`src/rtl/sysctl_pkg.sv`:
```
// Shared encodings for the reset/error controller: FSM states and fault codes.
package sysctl_pkg;

    typedef enum logic [1:0] {
        ST_HOLD  = 2'd0,
        ST_RUN   = 2'd1,
        ST_HALT  = 2'd2,
        ST_FAULT = 2'd3
    } state_t;

    typedef enum logic [1:0] {
        ERR_NONE = 2'd0,
        ERR_EXT  = 2'd1,
        ERR_WDOG = 2'd2
    } err_code_t;

    localparam int CYC_W = 32;
    localparam int WD_W  = 16;

endpackage

```
`src/rtl/wdog_cnt.sv`:
```
// Idle-cycle watchdog: counts enabled cycles without a clear and flags the last one.
module wdog_cnt
    import sysctl_pkg::*;
#(
    parameter int WDOG_CYCLES = 1024
) (
    input  logic clk,
    input  logic rst,
    input  logic en,
    input  logic clear,
    output logic expire
);

    localparam logic [WD_W-1:0] WD_LAST = WD_W'(WDOG_CYCLES - 1);

    logic [WD_W-1:0] wd_cnt;

    always_ff @(posedge clk) begin
        if (rst || clear) begin
            wd_cnt <= '0;
        end else if (en) begin
            wd_cnt <= wd_cnt + 1'b1;
        end
    end

    // A clear on the expiry cycle (progress pulse) cancels the expiry.
    assign expire = en && !clear && (wd_cnt == WD_LAST);

endmodule

```
`src/rtl/rst_err_ctrl.sv`:
```
// Core reset stretcher and error supervisor: HOLD -> RUN, then HALT or a sticky FAULT.
// Handshake note: there are no valid/ready pairs; progress and err_in are sampled every cycle.
module rst_err_ctrl
    import sysctl_pkg::*;
#(
    parameter int RST_HOLD_CYCLES = 4,
    parameter int WDOG_CYCLES     = 1024,
    parameter int NUM_ERR         = 4
) (
    input  logic               clk,
    input  logic               rst,
    input  logic [NUM_ERR-1:0] err_in,
    input  logic               progress,
    input  logic               halt_in,
    output logic               core_rst,
    output logic               err,
    output logic [NUM_ERR-1:0] err_src,
    output logic [1:0]         err_code,
    output logic               halted,
    output logic [CYC_W-1:0]   cyc_cnt,
    output logic [1:0]         dbg_state
);

    localparam logic [7:0] HOLD_LAST = 8'(RST_HOLD_CYCLES - 1);

    state_t           state;
    state_t           next_state;
    logic [7:0]       hold_cnt;
    logic             wd_expire;
    logic             wd_en;
    logic             wd_clear;
    logic             fault_ext;
    logic             fault_wd;

    assign wd_en    = (state == ST_RUN);
    assign wd_clear = progress || (state != ST_RUN);

    wdog_cnt #(
        .WDOG_CYCLES(WDOG_CYCLES)
    ) u_wdog (
        .clk   (clk),
        .rst   (rst),
        .en    (wd_en),
        .clear (wd_clear),
        .expire(wd_expire)
    );

    always_comb begin
        next_state = state;
        fault_ext  = 1'b0;
        fault_wd   = 1'b0;
        case (state)
            ST_HOLD: begin
                if (hold_cnt == HOLD_LAST) next_state = ST_RUN;
            end
            ST_RUN: begin
                // Priority: external error, then watchdog, then halt.
                if (|err_in) begin
                    next_state = ST_FAULT;
                    fault_ext  = 1'b1;
                end else if (wd_expire) begin
                    next_state = ST_FAULT;
                    fault_wd   = 1'b1;
                end else if (halt_in) begin
                    next_state = ST_HALT;
                end
            end
            ST_HALT: begin
                if (|err_in) begin
                    next_state = ST_FAULT;
                    fault_ext  = 1'b1;
                end
            end
            default: next_state = ST_FAULT;
        endcase
    end

    always_ff @(posedge clk) begin
        if (rst) begin
            state    <= ST_HOLD;
            hold_cnt <= '0;
            core_rst <= 1'b1;
            err      <= 1'b0;
            err_src  <= '0;
            err_code <= ERR_NONE;
            halted   <= 1'b0;
            cyc_cnt  <= '0;
        end else begin
            state    <= next_state;
            core_rst <= (next_state == ST_HOLD);
            halted   <= (next_state == ST_HALT);
            hold_cnt <= (next_state == ST_HOLD) ? hold_cnt + 1'b1 : '0;
            if (state == ST_RUN && cyc_cnt != {CYC_W{1'b1}}) begin
                cyc_cnt <= cyc_cnt + 1'b1;
            end
            // Fault details are captured once, on entry, and then held until reset.
            if (fault_ext) begin
                err      <= 1'b1;
                err_code <= ERR_EXT;
                err_src  <= err_in;
            end else if (fault_wd) begin
                err      <= 1'b1;
                err_code <= ERR_WDOG;
                err_src  <= '0;
            end
        end
    end

    assign dbg_state = state;

endmodule

```
`config.mk`:
```
export PLATFORM = sky130hd
export DESIGN_NAME = rst_err_ctrl
export DESIGN_NICKNAME = d
export VERILOG_FILES = /design/src/rtl/sysctl_pkg.sv /design/src/rtl/wdog_cnt.sv /design/src/rtl/rst_err_ctrl.sv
export SDC_FILE = /design/constraint.sdc
export NUM_CORES = 1
export LEC_CHECK = 0
export CAP_MARGIN = 25
export CORE_MARGIN = 10
export CORE_UTILIZATION = 53
export CTS_CLUSTER_DIAMETER = 150
export DETAILED_ROUTE_END_ITERATION = 8
export PLACE_DENSITY = 0.79
export SLEW_MARGIN = 20
export SYNTH_ARGS = -nofsm -noshare
export SYNTH_HDL_FRONTEND = slang
export SYNTH_SLANG_ARGS = --single-unit
```
`constraint.sdc`:
```
create_clock -name clk -period 3 [get_ports clk]
set_input_delay 0.3 -clock clk [delete_from_list [all_inputs] [get_ports clk]]
set_output_delay 0.3 -clock clk [all_outputs]
set_load 0.05 [all_outputs]
```
# Word level (Yosys, flattened, before mapping)
# Index checks and enable logic that the tools add are counted.
[totals]
reg_bits = 67
inputBits = 8
wordCells = 51
[classes]
addsub = 3
eq_ne = 7
n_mux = 17
n_bitwise = 1
n_reduce_logical = 13
[op_table]
columns = ["cell", "n"]
rows = [
  ["32-bit by 1-bit adder with 32-bit output (second input constant)", 1],
  ["32-bit inequality test (second input constant)", 1],
  ["16-bit by 1-bit adder with 16-bit output (second input constant)", 1],
  ["16-bit by 10-bit == test with 1-bit output (second input constant)", 1],
  ["2-bit two-way mux", 5],
  ["1-bit two-way mux", 9],
  ["8-bit by 1-bit adder with 8-bit output (second input constant)", 1],
  ["8-bit by 2-bit == test with 1-bit output (second input constant)", 1],
  ["4-bit two-way mux", 2],
  ["2-bit case mux with 3 select lines", 1],
  ["2-bit OR reduction", 3],
  ["2-bit == test (second input constant)", 2],
  ["2-bit zero test", 2],
  ["4-bit OR reduction", 1],
  ["1-bit logical AND", 3],
  ["2-bit by 1-bit == test with 1-bit output (second input constant)", 1],
  ["1-bit logical OR", 2],
  ["2-bit by 1-bit inequality test with 1-bit output (second input constant)", 1],
  ["2-bit nonzero test", 1],
  ["1-bit zero test", 1],
  ["1-bit inverter", 1],
]

# Longest topological paths before layout
[depth]
ltp_word = 11
ltp_mapped = 8
depth_no_buf = 7

# Cells and area by module
# Synthesis repeated with hierarchy kept, for this count alone.
[hier_totals]
hier_cells = 376
area_unflattened_um2 = 3334.4
[modules_own_cells]
columns = ["mod", "instances", "cells_per_inst", "area_each_um2", "seq_area_each_um2"]
rows = [
  ["rst_err_ctrl", 1, 282, 2518.7, 1021.0],
  ["wdog_cnt", 1, 94, 815.8, 320.3],
]

# Least setup slack after synthesis
# Ideal clock, no wire load.
[synth_path]
path_type = "register to register"
start = "register state[0] (netlist: dbg_state[0])"
end = "register err_src[0]"
setup_ns = 0.117
arrival_time_ns = 2.402
setup_slack_ns = 0.481
stages_incl_launch_ff = 8
n_path_buf = 1
synth_period_minus_slack_ns = 2.519
path_cell_list = "dfxtp_1 -> ha_1 -> and3_1 -> buf_2 -> nand4_1 -> or3_1 -> and3b_1 -> a22o_1"
[synth_between]
elab_chain_cells = 9
word_cells_on_any_way = 14
[synth_rtl]
columns = ["item", "line", "source"]
rows = [
  ["start: declaration", "rst_err_ctrl.sv:26", "state_t state;"],
  ["start signal: assignment", "rst_err_ctrl.sv:89", "state <= next_state;"],
  ["2-bit by 1-bit inequality test with 1-bit output", "rst_err_ctrl.sv:36", "assign wd_clear = progress || (state != ST_RUN);"],
  ["1-bit logical OR", "rst_err_ctrl.sv:36", ""],
  ["1-bit zero test", "wdog_cnt.sv:27", "assign expire = en && !clear && (wd_cnt == WD_LAST);"],
  ["1-bit logical AND (2 in series)", "wdog_cnt.sv:27", ""],
  ["1-bit two-way mux", "rst_err_ctrl.sv:61", "end else if (wd_expire) begin"],
  ["1-bit two-way mux", "rst_err_ctrl.sv:58", "if (|err_in) begin"],
  ["1-bit two-way mux", "rst_err_ctrl.sv:52", "case (state)"],
  ["2-bit nonzero test (no source line)", "n/a", ""],
  ["end signal: assignment", "rst_err_ctrl.sv:100", "err_src <= err_in;"],
  ["end: declaration", "rst_err_ctrl.sv:17", "output logic [NUM_ERR-1:0] err_src,"],
]
# Parallel ways exist; a longest one is shown, timed or not.
# A chain may end at the register's enable or synchronous reset.

# Worst setup path in the final report
# Same ends and word-level chain as after synthesis.

==> run summary <==
The run finished with clean final reports. The number of antenna violations at the first check in global routing is 0. The final period utilization is 0.8419. In this run the worst setup path terminates at err_src[0]$_SDFFE_PP0P_.

The insertion delay to the later sink of the worst-skew pair is 0.34 ns. The normalized max-slew margin came out at 0.5591. The area of the placeable core came out at 5851 sq um. The via count is 2793. The initial DRC count came out at 117. The sum of routed wire length over all layers came out at 7.038 mm.

The filler cell count in the final layout is 477. The die span in y came out at 97.15 um. On the final layout, the worst hold slack is 0.4638 ns. The register-to-register path setup slack came out at 0.47 ns. Across all setup checks in the final design, the least slack found is 0.4744 ns. The H-tree level count is 3. The critical path is of the flip-flop to flip-flop type. The share of the core filled with cells in the final layout came out at 0.6677. The number of buffers inserted by port buffering is 50. The nature of the critical path endpoint is a flip-flop. The power density of the placed cells is 623.1 nW/um^2. The post-synthesis sequential area ratio came out at 0.4252. The critical path data required time came out at 3.23 ns. In this run, synthesis inferred 0 flip-flops with an integrated enable. The maximum number of buffers from clock root to sink came out at 2. Setup repair after global routing left no endpoint under its margin.

The area growth from synthesis to layout is 23.84%. The post-route total power is 2.434 mW. Max-cap violations in this run came to 0. The overall overflow remaining after global route is 0. The setup TNS came out at 0 ns. Tracing the worst setup path back leads to its startpoint at dbg_state[0]$_SDFF_PP0_. The post-synthesis async set-or-reset flop share is 0. The starting density of the core came out at 0.5391. The via count of the first global-routing pass came out at 2642. The share of synthesized area in the top cell type comes to 0.4252. The post-synthesis cell count is 364. Clock tree synthesis inserted a total of 9 buffers. The number of setup buffers added after CTS came out at 0. After layout, the minimum clock period comes to 2.526 ns. The worst slack after detailed placement came out at 0.4734 ns.

The global-route total usage across every layer came out at 0.1480. The count of unresolved DRC violations after routing came out at 0. The cell sitting at the root of the clock tree is a clkbuf_8.

For this design, the CTS-stage hold fixing added 0 buffers. The final weighted congestion of routability-driven global placement is 0.8137. The number of rows in the core area is 28. The number of detailed-routing iterations run before antenna repair came out at 4. The setup skew after layout came out at 0.006441 ns. The final-report max-slew violation count came out at 0.

The maximum operating frequency is 395.9 MHz. The flip-flop and latch count after synthesis is 67. The global-route wire length before repair is 12.12 mm. The antenna diode count came out at 0. The worst hold path begins at u_wdog.wd_cnt[0]$_SDFFE_PP0N_.

The hold violation total from the final report came to 0. After synthesis, the most frequently instantiated cells are dfxtp_1, nor2_1, a21oi_1, nand2_1, o21ai_0. The post-synthesis cell type with the largest combined area is dfxtp_1. The final layout contains 432 nets. In this run the worst hold path is classified as flip-flop to flip-flop. The cell depth of the worst flop-to-flop path is 6.

The arrival time reported for the critical path endpoint came out at 2.76 ns. The pin slew with the least headroom to its limit came out at 0.6553 ns. In this run the worst path has a maximum fanout of 11. TritonCTS built the clock tree. For this design the static power due to leakage is 1.310 nW.

Setup violations remaining at the end of the flow were counted as 0. The count of nets left with antenna violations after detail routing is 0. The share of cells above drive strength 1 is 0.06872. The mapped netlist covers 3154 sq um. The number of cells on the worst hold path came out at 1. The clock slew seen by the registers of the worst setup and hold paths came out at 0.07 ns. The start of the worst register-to-register path is dbg_state[0]$_SDFF_PP0_.

Counting every net in the synthesized netlist gives 379. In the synthesized netlist the dominant register cell turns out to be dfxtp_1. The die covers 9437 sq um. The half-perimeter wire length after placement is 5.028 mm. The number of sinks driven by the clock tree came out at 67. The die is 97.15 um wide. The number of library cell types mapped by synthesis is 51. After clock tree synthesis, the repair step resized 0 gates.

STA classifies the critical path startpoint as a flip-flop. The ratio of routed vias to standard cells came out at 5.620. The largest net degree at the start of global routing is 46. The endpoint identified for the worst register-to-register timing path is err_src[0]$_SDFFE_PP0P_. The worst IR drop on VDD came out at 497.1 uV. The synthesized area divided by synthesized cell count is 8.666 sq um. Yosys attributes the largest share of cell area to dfxtp_1, a21oi_1, xor2_1. The wire length per cell after detailed routing is 14.16 um. In the post-synthesis netlist, the cell with the most instances is dfxtp_1. The count of yosys warnings during synthesis came out at 0. During I/O placement, the number of pins put on the boundary was 51.
-- power breakdown --
| part | switching, mW | internal, mW |
|---|---|---|
| clock network | 0.346 | 0.403 |
| registers | 0.0691 | 0.962 |
| logic | 0.423 | 0.231 |
-- kinds of logic (layout without fill, tap and decap cells) --
kind of cell | count (synthesis) | count (layout) | share of synthesized area
adder cells (fa/ha/maj) | 7 | 7 | 0.02777
multiplexers | 3 | 3 | 0.01150
AO/OA/AOI/OAI | 76 | 76 | 0.1527
XOR/XNOR | 25 | 25 | 0.06942
buffers and inverters | 25 | 83 | 0.03530
flip-flops | 67 | 67 | 0.4252
AND/OR/NAND/NOR | 161 | 161 | 0.2781
-- critical path: stages, from the launching register on --
cell and delay [ns]:
dfxtp_1 0.47, ha_1 0.41, and3_1 0.31, nand4_1 0.30
or3_1 0.49, and3b_1 0.25, a22o_1 0.19
-- how the worst min path moves through the flow --
| stage | end | slack [ns] |
|---|---|---|
| after floorplan | u_wdog.wd_cnt[0]$_SDFFE_PP0N_ | 0.41 |
| after global placement | u_wdog.wd_cnt[0]$_SDFFE_PP0N_ | 0.44 |
| after detailed placement | u_wdog.wd_cnt[0]$_SDFFE_PP0N_ | 0.45 |
| after CTS | u_wdog.wd_cnt[0]$_SDFFE_PP0N_ | 0.46 |
| after global routing | err_code[1]$_SDFFE_PP0P_ | 0.49 |
| final | u_wdog.wd_cnt[0]$_SDFFE_PP0N_ | 0.46 |
-- layer usage --
metal	track usage	wire length, um	up-vias
met5	0	0	-
met4	0.05675	86	0
met3	0.04694	372	9
met2	0.2495	3454	53
met1	0.1697	3125	1302
li1	-	-	1429
-- state kept, by name, indices dropped and copies added, names as in the netlist --
name           cells
halted             1
u_wdog.wd_cnt     16
err_src            4
core_rst           1
dbg_state          2
hold_cnt           8
err                1
err_code           2
cyc_cnt           32
-- cell usage in the layout, fill, tap and decap left out, types with 6 or more instances in the layout --
master / count
a21oi_1: 29
and3_1: 9
and4_1: 7
clkbuf_8: 10
clkdlybuf4s50_1: 50
dfxtp_1: 67
ha_1: 7
inv_1: 14
nand2_1: 23
nand3_1: 21
nand4_1: 11
nor2_1: 35
nor3_1: 7
nor4_1: 6
o21ai_0: 22
or3_1: 21
xnor2_1: 9
xor2_1: 16
-- final cells by class --
class                           count  area (sq um)  share of cell area
Multi-Input combinational cell    272          1702              0.4356
Sequential cell                    67          1341              0.3434
Timing Repair Buffer               53         523.0              0.1339
Clock buffer                       11         141.4             0.03619
Tap cell                           75         93.84             0.02402
Clock inverter                      5         52.55             0.01345
Inverter                           14         52.55             0.01345
-- through the flow --
step / instances / cell area (sq um)
3_5_place_dp: 481 / 3712
2_1_floorplan: 364 / 3154
6_report: 497 / 3906
4_1_cts: 497 / 3906
5_1_grt: 497 / 3906
3_3_place_gp: 481 / 3712
No activity file was read; power rests on OpenSTA's default activity.
